==> config.mk <==
export PLATFORM = sky130hd
export DESIGN_NAME = processor_pipe
export DESIGN_NICKNAME = d
export VERILOG_FILES = /design/src/rtl/proc_pkg.sv /design/src/rtl/alu.sv /design/src/rtl/proc_decode.sv /design/src/rtl/processor_pipe.sv
export SDC_FILE = /design/constraint.sdc
export NUM_CORES = 1
export LEC_CHECK = 0
export ABC_AREA = 1
export CORE_MARGIN = 2
export CORE_UTILIZATION = 50
export DETAILED_ROUTE_END_ITERATION = 10
export PLACE_DENSITY = 0.78
export SLEW_MARGIN = 20
export SYNTH_ARGS = -nofsm -noshare
export SYNTH_HDL_FRONTEND = slang
export SYNTH_SLANG_ARGS = --single-unit
==> constraint.sdc <==
create_clock -name clock -period 8.9 [get_ports clock]
set_input_delay 2.225 -clock clock [delete_from_list [all_inputs] [get_ports clock]]
set_output_delay 2.225 -clock clock [all_outputs]
set_load 0.05 [all_outputs]
==> src/rtl/proc_pkg.sv <==
// Shared definitions for the two-stage core: opcodes, branch conditions,
// ALU operation codes, instruction field positions and the decoded control word.
package proc_pkg;

  localparam int INSTR_W = 18;
  localparam int OPC_MSB = 17;
  localparam int OPC_LSB = 14;
  localparam int RX_MSB  = 13;
  localparam int RX_LSB  = 11;
  localparam int RY_MSB  = 10;
  localparam int RY_LSB  = 8;

  typedef enum logic [3:0] {
    OP_ADDI  = 4'd0,
    OP_LDI   = 4'd1,
    OP_LUI   = 4'd2,
    OP_LOAD  = 4'd3,
    OP_STORE = 4'd4,
    OP_BR    = 4'd5,
    OP_ALU   = 4'd6,
    OP_CALL  = 4'd7,
    OP_RET   = 4'd8,
    OP_HALT  = 4'd9,
    OP_NOP   = 4'd10
  } opcode_e;

  typedef enum logic [2:0] {
    COND_ALWAYS = 3'd0,
    COND_EQ     = 3'd1,
    COND_NE     = 3'd2,
    COND_LT     = 3'd3,
    COND_GE     = 3'd4,
    COND_GT     = 3'd5,
    COND_LE     = 3'd6,
    COND_NEVER  = 3'd7
  } cond_e;

  typedef enum logic [1:0] {
    BR_NONE = 2'd0,
    BR_COND = 2'd1,
    BR_CALL = 2'd2,
    BR_RET  = 2'd3
  } br_kind_e;

  localparam logic [3:0] ALU_ADD   = 4'd0;
  localparam logic [3:0] ALU_SUB   = 4'd1;
  localparam logic [3:0] ALU_AND   = 4'd2;
  localparam logic [3:0] ALU_OR    = 4'd3;
  localparam logic [3:0] ALU_XOR   = 4'd4;
  localparam logic [3:0] ALU_SHL   = 4'd5;
  localparam logic [3:0] ALU_SHR   = 4'd6;
  localparam logic [3:0] ALU_SRA   = 4'd7;
  localparam logic [3:0] ALU_PASSB = 4'd8;

  typedef struct packed {
    logic       reg_we;
    logic       wb_mem;
    logic       a_ry;
    logic       b_imm;
    logic [3:0] alu_op;
    logic       mem_req;
    logic       mem_we;
    br_kind_e   br;
    logic       halt;
    cond_e      cond;
    logic [2:0] rx;
    logic [2:0] ry;
  } ctrl_t;

  // Signed test of rx against zero, from its zero flag and sign bit.
  function automatic logic cond_met(cond_e c, logic zero, logic neg);
    case (c)
      COND_ALWAYS: cond_met = 1'b1;
      COND_EQ:     cond_met = zero;
      COND_NE:     cond_met = !zero;
      COND_LT:     cond_met = neg;
      COND_GE:     cond_met = !neg;
      COND_GT:     cond_met = !neg && !zero;
      COND_LE:     cond_met = neg || zero;
      default:     cond_met = 1'b0;
    endcase
  endfunction

endpackage

==> src/rtl/alu.sv <==
// Combinational ALU shared by the core; operation codes come from proc_pkg.
module alu import proc_pkg::*; #(
  parameter int WIDTH = 18
) (
  input  logic [WIDTH-1:0] a_i,
  input  logic [WIDTH-1:0] b_i,
  input  logic [3:0]       op_i,
  output logic [WIDTH-1:0] y_o
);

  logic [4:0] shamt;
  assign shamt = b_i[4:0];

  always_comb begin
    y_o = a_i;
    case (op_i)
      ALU_ADD:   y_o = a_i + b_i;
      ALU_SUB:   y_o = a_i - b_i;
      ALU_AND:   y_o = a_i & b_i;
      ALU_OR:    y_o = a_i | b_i;
      ALU_XOR:   y_o = a_i ^ b_i;
      ALU_SHL:   y_o = a_i << shamt;
      ALU_SHR:   y_o = a_i >> shamt;
      ALU_SRA:   y_o = $signed(a_i) >>> shamt;
      ALU_PASSB: y_o = b_i;
      default:   y_o = a_i;
    endcase
  end

endmodule

==> src/rtl/proc_decode.sv <==
// Combinational instruction decoder: 18-bit instruction to control word plus
// the sign-extended immediate each opcode needs.
module proc_decode import proc_pkg::*; #(
  parameter int WORD_SIZE = 18
) (
  input  logic [INSTR_W-1:0]   instr_i,
  output ctrl_t                ctrl_o,
  output logic [WORD_SIZE-1:0] imm_o
);

  logic [WORD_SIZE-1:0] imm8;
  logic [WORD_SIZE-1:0] imm11;

  assign imm8  = {{(WORD_SIZE-8){instr_i[7]}}, instr_i[7:0]};
  assign imm11 = {{(WORD_SIZE-11){instr_i[10]}}, instr_i[10:0]};

  always_comb begin
    ctrl_o        = '0;
    ctrl_o.rx     = instr_i[RX_MSB:RX_LSB];
    ctrl_o.ry     = instr_i[RY_MSB:RY_LSB];
    ctrl_o.cond   = cond_e'(instr_i[RY_MSB:RY_LSB]);
    ctrl_o.alu_op = ALU_ADD;
    ctrl_o.br     = BR_NONE;
    imm_o         = imm8;
    case (instr_i[OPC_MSB:OPC_LSB])
      OP_ADDI: begin
        ctrl_o.reg_we = 1'b1;
        ctrl_o.a_ry   = 1'b1;
        ctrl_o.b_imm  = 1'b1;
      end
      OP_LDI: begin
        ctrl_o.reg_we = 1'b1;
        ctrl_o.b_imm  = 1'b1;
        ctrl_o.alu_op = ALU_PASSB;
        imm_o         = imm11;
      end
      OP_LUI: begin
        ctrl_o.reg_we = 1'b1;
        ctrl_o.b_imm  = 1'b1;
        ctrl_o.alu_op = ALU_PASSB;
        imm_o         = imm11 << 7;
      end
      OP_LOAD: begin
        ctrl_o.reg_we  = 1'b1;
        ctrl_o.wb_mem  = 1'b1;
        ctrl_o.a_ry    = 1'b1;
        ctrl_o.b_imm   = 1'b1;
        ctrl_o.mem_req = 1'b1;
      end
      OP_STORE: begin
        ctrl_o.a_ry    = 1'b1;
        ctrl_o.b_imm   = 1'b1;
        ctrl_o.mem_req = 1'b1;
        ctrl_o.mem_we  = 1'b1;
      end
      OP_BR:   ctrl_o.br = BR_COND;
      OP_ALU: begin
        ctrl_o.reg_we = 1'b1;
        ctrl_o.alu_op = instr_i[3:0];
      end
      OP_CALL: begin
        ctrl_o.br = BR_CALL;
        imm_o     = imm11;
      end
      OP_RET:  ctrl_o.br   = BR_RET;
      OP_HALT: ctrl_o.halt = 1'b1;
      default: ;
    endcase
  end

endmodule

==> src/rtl/processor_pipe.sv <==
// Two-stage FETCH/EXECUTE core with memory wait states, call/return through a
// link register, halt, and a single-bubble flush on taken control transfers.
module processor_pipe import proc_pkg::*; #(
  parameter int                  WORD_SIZE     = 18,
  parameter int                  ADDR_SIZE     = 18,
  parameter int                  REG_ADDR_BITS = 3,
  parameter logic [ADDR_SIZE-1:0] RESET_IP     = '0
) (
  input  logic                 clock,
  input  logic                 reset,
  output logic [ADDR_SIZE-1:0] code_addr,
  input  logic [INSTR_W-1:0]   code_word,
  output logic                 memory_req,
  output logic                 memory_write_enable,
  output logic [ADDR_SIZE-1:0] memory_addr,
  output logic [WORD_SIZE-1:0] memory_in,
  input  logic [WORD_SIZE-1:0] memory_out,
  input  logic                 memory_ready,
  output logic                 halted,
  output logic                 retire
);

  localparam int REG_COUNT = 2 ** REG_ADDR_BITS;
  localparam logic [ADDR_SIZE-1:0] IP_ONE = ADDR_SIZE'(1);

  logic [ADDR_SIZE-1:0] fetch_ip_q, fetch_ip_d;
  logic [ADDR_SIZE-1:0] ex_ip_q, ex_ip_d;
  logic [ADDR_SIZE-1:0] lr_q, lr_d;
  logic [INSTR_W-1:0]   ex_instr_q, ex_instr_d;
  logic                 ex_valid_q, ex_valid_d;
  logic                 halted_q, halted_d;
  logic [WORD_SIZE-1:0] regs_q [REG_COUNT];

  ctrl_t                ctrl;
  logic [WORD_SIZE-1:0] imm;
  logic [WORD_SIZE-1:0] rx_val, ry_val, alu_a, alu_b, alu_y, wr_data;
  logic [ADDR_SIZE-1:0] target;
  logic                 mem_op, stall, fire, taken, wr_en;

  proc_decode #(.WORD_SIZE(WORD_SIZE)) u_decode (
    .instr_i (ex_instr_q),
    .ctrl_o  (ctrl),
    .imm_o   (imm)
  );

  assign rx_val = regs_q[ctrl.rx[REG_ADDR_BITS-1:0]];
  assign ry_val = regs_q[ctrl.ry[REG_ADDR_BITS-1:0]];
  assign alu_a  = ctrl.a_ry  ? ry_val : rx_val;
  assign alu_b  = ctrl.b_imm ? imm    : ry_val;

  alu #(.WIDTH(WORD_SIZE)) u_alu (
    .a_i  (alu_a),
    .b_i  (alu_b),
    .op_i (ctrl.alu_op),
    .y_o  (alu_y)
  );

  // A memory op in EX blocks the whole pipe until the bus reports completion.
  assign mem_op = ex_valid_q && ctrl.mem_req;
  assign stall  = mem_op && !memory_ready;
  assign fire   = ex_valid_q && !stall;

  always_comb begin
    taken = 1'b0;
    if (fire) begin
      case (ctrl.br)
        BR_COND: taken = cond_met(ctrl.cond, rx_val == '0, rx_val[WORD_SIZE-1]);
        BR_CALL: taken = 1'b1;
        BR_RET:  taken = 1'b1;
        default: taken = 1'b0;
      endcase
    end
  end

  assign target  = (ctrl.br == BR_RET) ? lr_q : ex_ip_q + imm[ADDR_SIZE-1:0];
  assign wr_en   = fire && ctrl.reg_we;
  assign wr_data = ctrl.wb_mem ? memory_out : alu_y;

  always_comb begin
    fetch_ip_d = fetch_ip_q;
    ex_ip_d    = ex_ip_q;
    ex_instr_d = ex_instr_q;
    ex_valid_d = ex_valid_q;
    halted_d   = halted_q;
    lr_d       = lr_q;
    if (!stall && !halted_q) begin
      if (fire && ctrl.halt) begin
        halted_d   = 1'b1;
        ex_valid_d = 1'b0;
      end else if (taken) begin
        fetch_ip_d = target;
        ex_valid_d = 1'b0;
      end else begin
        ex_instr_d = code_word;
        ex_ip_d    = fetch_ip_q;
        ex_valid_d = 1'b1;
        fetch_ip_d = fetch_ip_q + IP_ONE;
      end
    end
    if (fire && ctrl.br == BR_CALL) lr_d = ex_ip_q + IP_ONE;
  end

  always_ff @(posedge clock or posedge reset) begin
    if (reset) begin
      fetch_ip_q <= RESET_IP;
      ex_ip_q    <= '0;
      ex_instr_q <= '0;
      ex_valid_q <= 1'b0;
      halted_q   <= 1'b0;
      lr_q       <= '0;
    end else begin
      fetch_ip_q <= fetch_ip_d;
      ex_ip_q    <= ex_ip_d;
      ex_instr_q <= ex_instr_d;
      ex_valid_q <= ex_valid_d;
      halted_q   <= halted_d;
      lr_q       <= lr_d;
    end
  end

  always_ff @(posedge clock or posedge reset) begin
    if (reset) begin
      for (int i = 0; i < REG_COUNT; i++) regs_q[i] <= '0;
    end else if (wr_en) begin
      regs_q[ctrl.rx[REG_ADDR_BITS-1:0]] <= wr_data;
    end
  end

  assign code_addr           = fetch_ip_q;
  assign memory_req          = mem_op;
  assign memory_write_enable = mem_op && ctrl.mem_we;
  assign memory_addr         = alu_y[ADDR_SIZE-1:0];
  assign memory_in           = rx_val;
  assign halted              = halted_q;
  assign retire              = fire;

endmodule

==> results of run 1 <==
-- cell families (layout without fill, tap and decap cells) --
logic type | after synthesis | in the layout | share of synthesized area
AO/OA/AOI/OAI | 377 | 377 | 0.1108
flip-flops | 218 | 218 | 0.2891
multiplexers | 1 | 1 | 0.0005305
XOR/XNOR | 46 | 46 | 0.02135
adder cells (fa/ha/maj) | 77 | 77 | 0.05186
AND/OR/NAND/NOR | 1950 | 1950 | 0.4288
buffers and inverters | 411 | 456 | 0.09755
-- tightest hold or removal path: cells and delay by family, from the launching register on --
kind,cells,cell delay [ns]
and+or+nand+nor,2,0.11
DFF,1,0.34
-- sequential cells by signal, indices dropped and copies added (netlist names) --
register / flops
code_addr: 18
ex_instr_q: 18
ex_ip_q: 18
ex_valid_q: 1
halted: 1
lr_q: 18
regs_q: 144
-- cells in the final DEF, fill, tap and decap left out, types with 10 or more instances in the layout --
master,n
ha_1,75
buf_4,40
inv_2,34
dfrtp_1,217
clkdlybuf4s50_1,95
a31oi_1,11
or2_2,10
nand2_2,34
nor2_2,11
o21ai_1,74
nand4_1,25
nor3_1,22
nand2_1,1274
nor2_1,279
nand3_1,254
o211ai_1,12
o21ai_0,130
a21oi_1,94
inv_1,237
clkbuf_16,25
xor2_1,39
-- layout make-up --
type                       instances  area [sq um]  area share
timing repair buffer             135          1251     0.06012
inverter                         277          1055     0.05068
multi-input combinational       2451         11580      0.5564
clock inverter                     9         117.6    0.005651
tap                              511         639.4     0.03072
clock buffer                      35         713.2     0.03427
sequential                       218          5456      0.2622
-- per-stage QoR --
step / power (mW) / hold WS (ns) / worst slack (ns) / cells / cell area [sq um]
after CTS: 5.259 / 0.4741 / 0.5234 / 3636 / 20810
after global routing: 5.659 / 0.4883 / 0.04072 / 3636 / 20810
after global placement: 4.159 / 0.4543 / 1.241 / 3592 / 19980
after detailed placement: 4.190 / 0.4602 / 1.136 / 3592 / 19980
after floorplan: 3.297 / 0.4419 / 0.7106 / 3080 / 18870
final: 5.339 / 0.4744 / 0.3151 / 3636 / 20810
-- final timing paths --
kind                              endpoint  slack [ns]  cells past startpoint
setup / recovery           memory_addr[17]        0.32                     26
max in group asynchronous       regs_q[15]        5.39                      3
setup reg to reg                regs_q[17]        3.08                     28
hold reg to reg                    lr_q[1]        0.47                      2
min in group asynchronous      regs_q[127]        2.13                      2
hold / removal                     lr_q[1]        0.47                      2
-- power breakdown --
part | internal [mW] | total [mW] | switching (mW)
Clock | 0.619 | 1.06 | 0.445
Combinational | 0.809 | 2.74 | 1.93
Sequential | 1.29 | 1.54 | 0.252
Total | 2.71 | 5.34 | 2.62
-- routing by layer --
layer	global-route usage	up-vias
met5	0	-
li1	-	9840
met4	0.1732	0
met2	0.6004	1356
met3	0.08738	227
met1	0.5172	9932
==> metrics.md, run 1 <==
| Metric | Value |
|---|---|
| Run status | complete, no violations |
| Die X | 198.3 um |
| Max Cap Viol | 0 |
| Fill count | 3721 |
| Initial antenna violation count | 0 |
| Clock Pin Slew Worst Setup and Hold Paths | 0.06 ns |
| Crit path time final | 8.585 ns |
| Clock root buffer | clkbuf_16 |
| Max incr delay on CP | 0.69 ns |
| Power per Cell Area | 256.5 nW/um^2 |
| Core Util, Final | 0.5565 |
| Worst hold path class | flop to flop |
| Routed WL | 75450 um |
| Slew margin rel. | 0.2192 |
| Cell Area, Synth | 18870 sq um |
| CP delay by family, top | simple AND/OR/NAND/NOR gates |
| DRC viols | 0 |
| Final setup viols | 0 |
| CP arrival | 6.36 ns |
| CP bufs+invs | 5 |
| Crit Path Max Fanout | 20 |
| Clk sink count | 218 |
| RSZ-0062 raised after global routing | false |
| Post-detail-place hpwl | 55740 um |
| F_max | 116.5 MHz |
| WL/cell | 20.75 um |
| Synth Flop Type | dfrtp_1 |
| Placer Congestion | 1.055 |
| #FFs+latches synth | 218 |
| Vert. Die Dim | 198.3 um |
| Tot GR Track Use | 0.3876 |
| Ys Warns | 0 |
| Top Layer Used | met4 |
| Io pins | 97 |
| GRT overflow | 0 |
| Final period utilization | 0.9646 |
| Worst VDD drop | 0.1628 mV |
| Pin count of the biggest net entering global routing | 93 |
| CP required | 6.68 ns |
| Met2 WL post-DR | 32260 um |
| # resized after CTS | 0 |
| Post-synth top cells | 1274 x nand2_1, 279 x nor2_1, 254 x nand3_1, 238 x inv_1, 218 x dfrtp_1 |
| Met3 Wirelength | 9048 um |
| Hold_sp | lr_q[1] |
| EDFF count, synth | 0 |
| CP most frequent cell | nand2_1 |
| Pins Over Slew Limit | 0 |
| DR pass1 iterations | 6 |
| Antenna Violating Nets Remaining | 0 |
| Setup Skew | 0.02250 ns |
| CTS tree | done |
| Mapped Cells | 3080 |
| Share of post-route cells with drive strength above 1 | 0.06560 |
| First-pass GRT wire length | 116400 um |
| Vias per cell | 5.873 |
| Die area | 39310 sq um |
| Max Buffers Root-to-Sink | 3 |
| Distinct cell type count after synthesis | 62 |
| Final Hold Vio Count | 0 |
| M1 WL | 30490 um |
| Synth area leaders | dfrtp_1 29%, nand2_1 25%, nand3_1 6.7% |
| CP startpoint | ex_instr_q[9] |
| Critical path startpoint category | flop |
| Most frequent cell after synthesis | nand2_1 |
| Final TNS setup | 0 ns |
| Slew of the pin with the lowest slew margin | 1.159 ns |
| Row cnt | 71 |
| Mean post-synth cell area | 6.126 sq um |
| P&R area growth vs syn | 10.30% |
| CP Class | flop to primary output |
| Total core area | 37400 sq um |
| Leakage | 10.97 nW |
| Total number of vias | 21360 |
| Drt initial violations | 2934 |
| Reg2reg start | ex_instr_q[9] |
| Vias in the first global route | 20420 |
| Worst path slowest cell | o311ai_0 |
| # port buffers | 96 |
| Cell taking the most area after synthesis | dfrtp_1 |
| Layout net count | 3224 |
| Initial Utilization | 0.5045 |
| # diodes | 0 |
| # hold bufs at CTS | 0 |
| Share of the synthesized area in the top cell type | 0.2891 |
| Asr flop ratio synth | 1.000 |
| Sequential-to-total area share from yosys stat | 0.2891 |
| Skew-Pair Late Insertion Delay | 0.57 ns |
| Clock buffer count from CTS | 25 |
| Capturing element type of the critical path | primary output |
| Synth Net Count | 3196 |
| Setup Buffers After CTS | 0 |
| H-Tree Depth | 1 |
Power figures use the tool's default switching activity.
==> inputs of run 2 (changes only) <==
GPL_TIMING_DRIVEN = 0   (was unset)
PLACE_DENSITY = unset   (was 0.78)
PLACE_DENSITY_LB_ADDON = 0.25   (was unset)
==> run 2 against run 1 <==
Net effect: sequential share of layout area down 0.78 points; register-to-register slack better by 0.24 ns; cell count up 2.7%; die area unchanged; final area up 3.0%; clock power up 8%.
==> metrics.md, run 2 (synthesis results as in run 1) <==
| Metric | Value |
|---|---|
| Final setup viols | 0 (unchanged) |
| Clk sink count | 218 (unchanged) |
| RSZ-0062 raised after global routing | false |
| Layout net count | 3321 (+3.0%) |
| Share of post-route cells with drive strength above 1 | 0.08377 (+0.01817) |
| CP arrival | 6.45 ns (+0.09 ns) |
| P&R area growth vs syn | 13.65% |
| Final worst slack | 0.2276 ns (-0.08756 ns) |
| Max reg flops | 144 (unchanged) |
| First-pass GRT wire length | 121200 um (+4.1%) |
| Placed Area | 20530 sq um (+2.8%) |
| CP Class | flop to primary output |
| Drt initial violations | 2818 (-4.0%) |
| Io pins | 97 (unchanged) |
| # port buffers | 96 (unchanged) |
| CTS tree | done |
| Routed WL | 80870 um (+7.2%) |
| Post-detail-place hpwl | 63380 um (+14%) |
| Capturing element type of the critical path | primary output |
| Final Hold Vio Count | 0 (unchanged) |
| Max Buffers Root-to-Sink | 3 (unchanged) |
| Commonest non-fill, non-tap cells in the layout | 1274 x nand2_1, 279 x nor2_1, 254 x nand3_1 |
| Final period utilization | 0.9744 (+0.009838) |
| Total core area | 37400 sq um (unchanged) |
| Leakage | 11.35 nW (+3.5%) |
| Pins Over Slew Limit | 0 (unchanged) |
| Setup Skew | 0.01330 ns (-0.009203 ns) |
| Reg2reg start | ex_instr_q[9] |
| # hold bufs at CTS | 0 (unchanged) |
| Vert. Die Dim | 198.3 um (unchanged) |
| Antenna Violating Nets Remaining | 0 (unchanged) |
| Initial antenna violation count | 0 (unchanged) |
| Slew margin rel. | 0.3408 (+0.1216) |
| Worst VDD drop | 0.2091 mV (+28%) |
| CP required | 6.68 ns (about the same) |
| Clock buffer count from CTS | 25 (unchanged) |
| Clock root buffer | clkbuf_16 |
| Total number of vias | 21890 (+2.5%) |
| Vias in the first global route | 20350 (-0.35%) |
| Critical path startpoint category | flop |
| Die area | 39310 sq um (unchanged) |
| Skew-Pair Late Insertion Delay | 0.56 ns (about the same) |
| Placer Congestion | 1.044 (-1.0%) |
| Flop-to-flop setup slack | 3.32 ns (+0.24 ns) |
| Pre-CTS WS | 0.7519 ns (-0.3845 ns) |
| H-Tree Depth | 1 (unchanged) |
| DR pass1 iterations | 9 (+3) |
| # diodes | 0 (unchanged) |
| Finished Cell Area | 21440 sq um (+3.0%) |
| Die X | 198.3 um (unchanged) |
| Pin count of the biggest net entering global routing | 107 (+15%) |
| Crit Path Max Fanout | 10 (-50%) |
| GRT overflow | 0 (unchanged) |
| CP endpoint | memory_addr[13] |
| Slew of the pin with the lowest slew margin | 0.9785 ns (-0.1805 ns) |
| WL/cell | 21.66 um (+4.4%) |
| Commonest non-fill, non-tap cell in the layout | nand2_1 |
| Crit path time final | 8.672 ns (+0.08756 ns) |
| F_max | 115.3 MHz (-1.0%) |
| Max Cap Viol | 0 (unchanged) |
| Clock Pin Slew Worst Setup and Hold Paths | 0.06 ns (about the same) |
| Run status | complete, no violations |
| Top reg by flops | regs_q |
| Reg2Reg Capture Point | regs_q[89] |
| Reg2reg path depth | 28 (unchanged) |
| Tot GR Track Use | 0.4102 (+0.02260) |
| CP startpoint | ex_instr_q[9] |
| Power per Cell Area | 256.2 nW/um^2 (-0.15%) |
| Vias per cell | 5.863 (-0.17%) |
| Worst hold path class | flop to flop |
| DRC viols | 0 (unchanged) |
| Row cnt | 71 (unchanged) |
| Initial Utilization | 0.5045 (unchanged) |
## run 2: timing repair
action                     CTS  global route
setup buffers                0             0
setup endpoints to repair    0             2
gates resized for setup      0             3
## run 2: power breakdown
group	internal, mW	switching, mW
Clock	0.699	0.449
Sequential	1.29	0.240
Combinational	0.830	1.99
Total	2.82	2.68
## run 2: how the worst min path moves through the flow
stage	startpoint	end	slack, ns	depth (start not counted)
floorplan	ex_instr_q[3]	ex_instr_q[3]	0.44	2
global placement	ex_instr_q[5]	ex_instr_q[5]	0.46	2
detailed placement	regs_q[80]	regs_q[80]	0.47	2
CTS	regs_q[80]	regs_q[80]	0.48	2
global route	lr_q[1]	lr_q[1]	0.49	2
finish	regs_q[81]	regs_q[81]	0.48	2
## run 2: layout make-up
cell class / instances / area (sq um)
timing repair buffer: 98 / 1018
clock inverter: 12 / 209.0
buffer: 134 / 793.3
fill: 3736 / 15960
multi-input combinational: 2451 / 11580
sequential: 218 / 5455
clock buffer: 33 / 695.7
tap: 511 / 639.4
inverter: 277 / 1055
## run 2: stage by stage
step	std cells	utilization	setup TNS [ns]	total power [mW]	hold WS, ns
CTS	3734	0.5731	0	5.413	0.4814
finish	3734	0.5734	0	5.493	0.4820
floorplan	3080	-	0	3.297	0.4419
global placement	3687	0.5473	-424.57	4.222	0.4590
detailed placement	3689	0.5490	0	4.257	0.4651
global route	3734	0.5734	0	5.794	0.4911
## run 2: routing by layer
| metal | part of all wire | global-route usage |
|---|---|---|
| met1 | 0.41 | 0.5787 |
| met2 | 0.42 | 0.6120 |
| met3 | 0.14 | 0.09113 |
| met4 | 0.039 | 0.1529 |
| met5 | 0 | 0 |
## run 2: critical path: stages (launching register included)
cell and delay [ns]:
dfrtp_1 0.45, buf_4 0.23, buf_2 0.27, nand2_1 0.12
nand4_1 0.07, nand2_1 0.22, nand2_1 0.10, nand2_2 0.21
inv_2 0.18, nor2_1 0.32, nand2_1 0.22, nor4_2 0.30
nor2_1 0.09, xor2_1 0.18, ha_1 0.38, nand2_1 0.13
nor2_1 0.08, nand2_1 0.07, o211ai_1 0.11, a31oi_1 0.22
inv_1 0.11, a21oi_1 0.17, xor2_1 0.10, or2_2 0.29
a21boi_0 0.37, clkdlybuf4s50_1 0.88
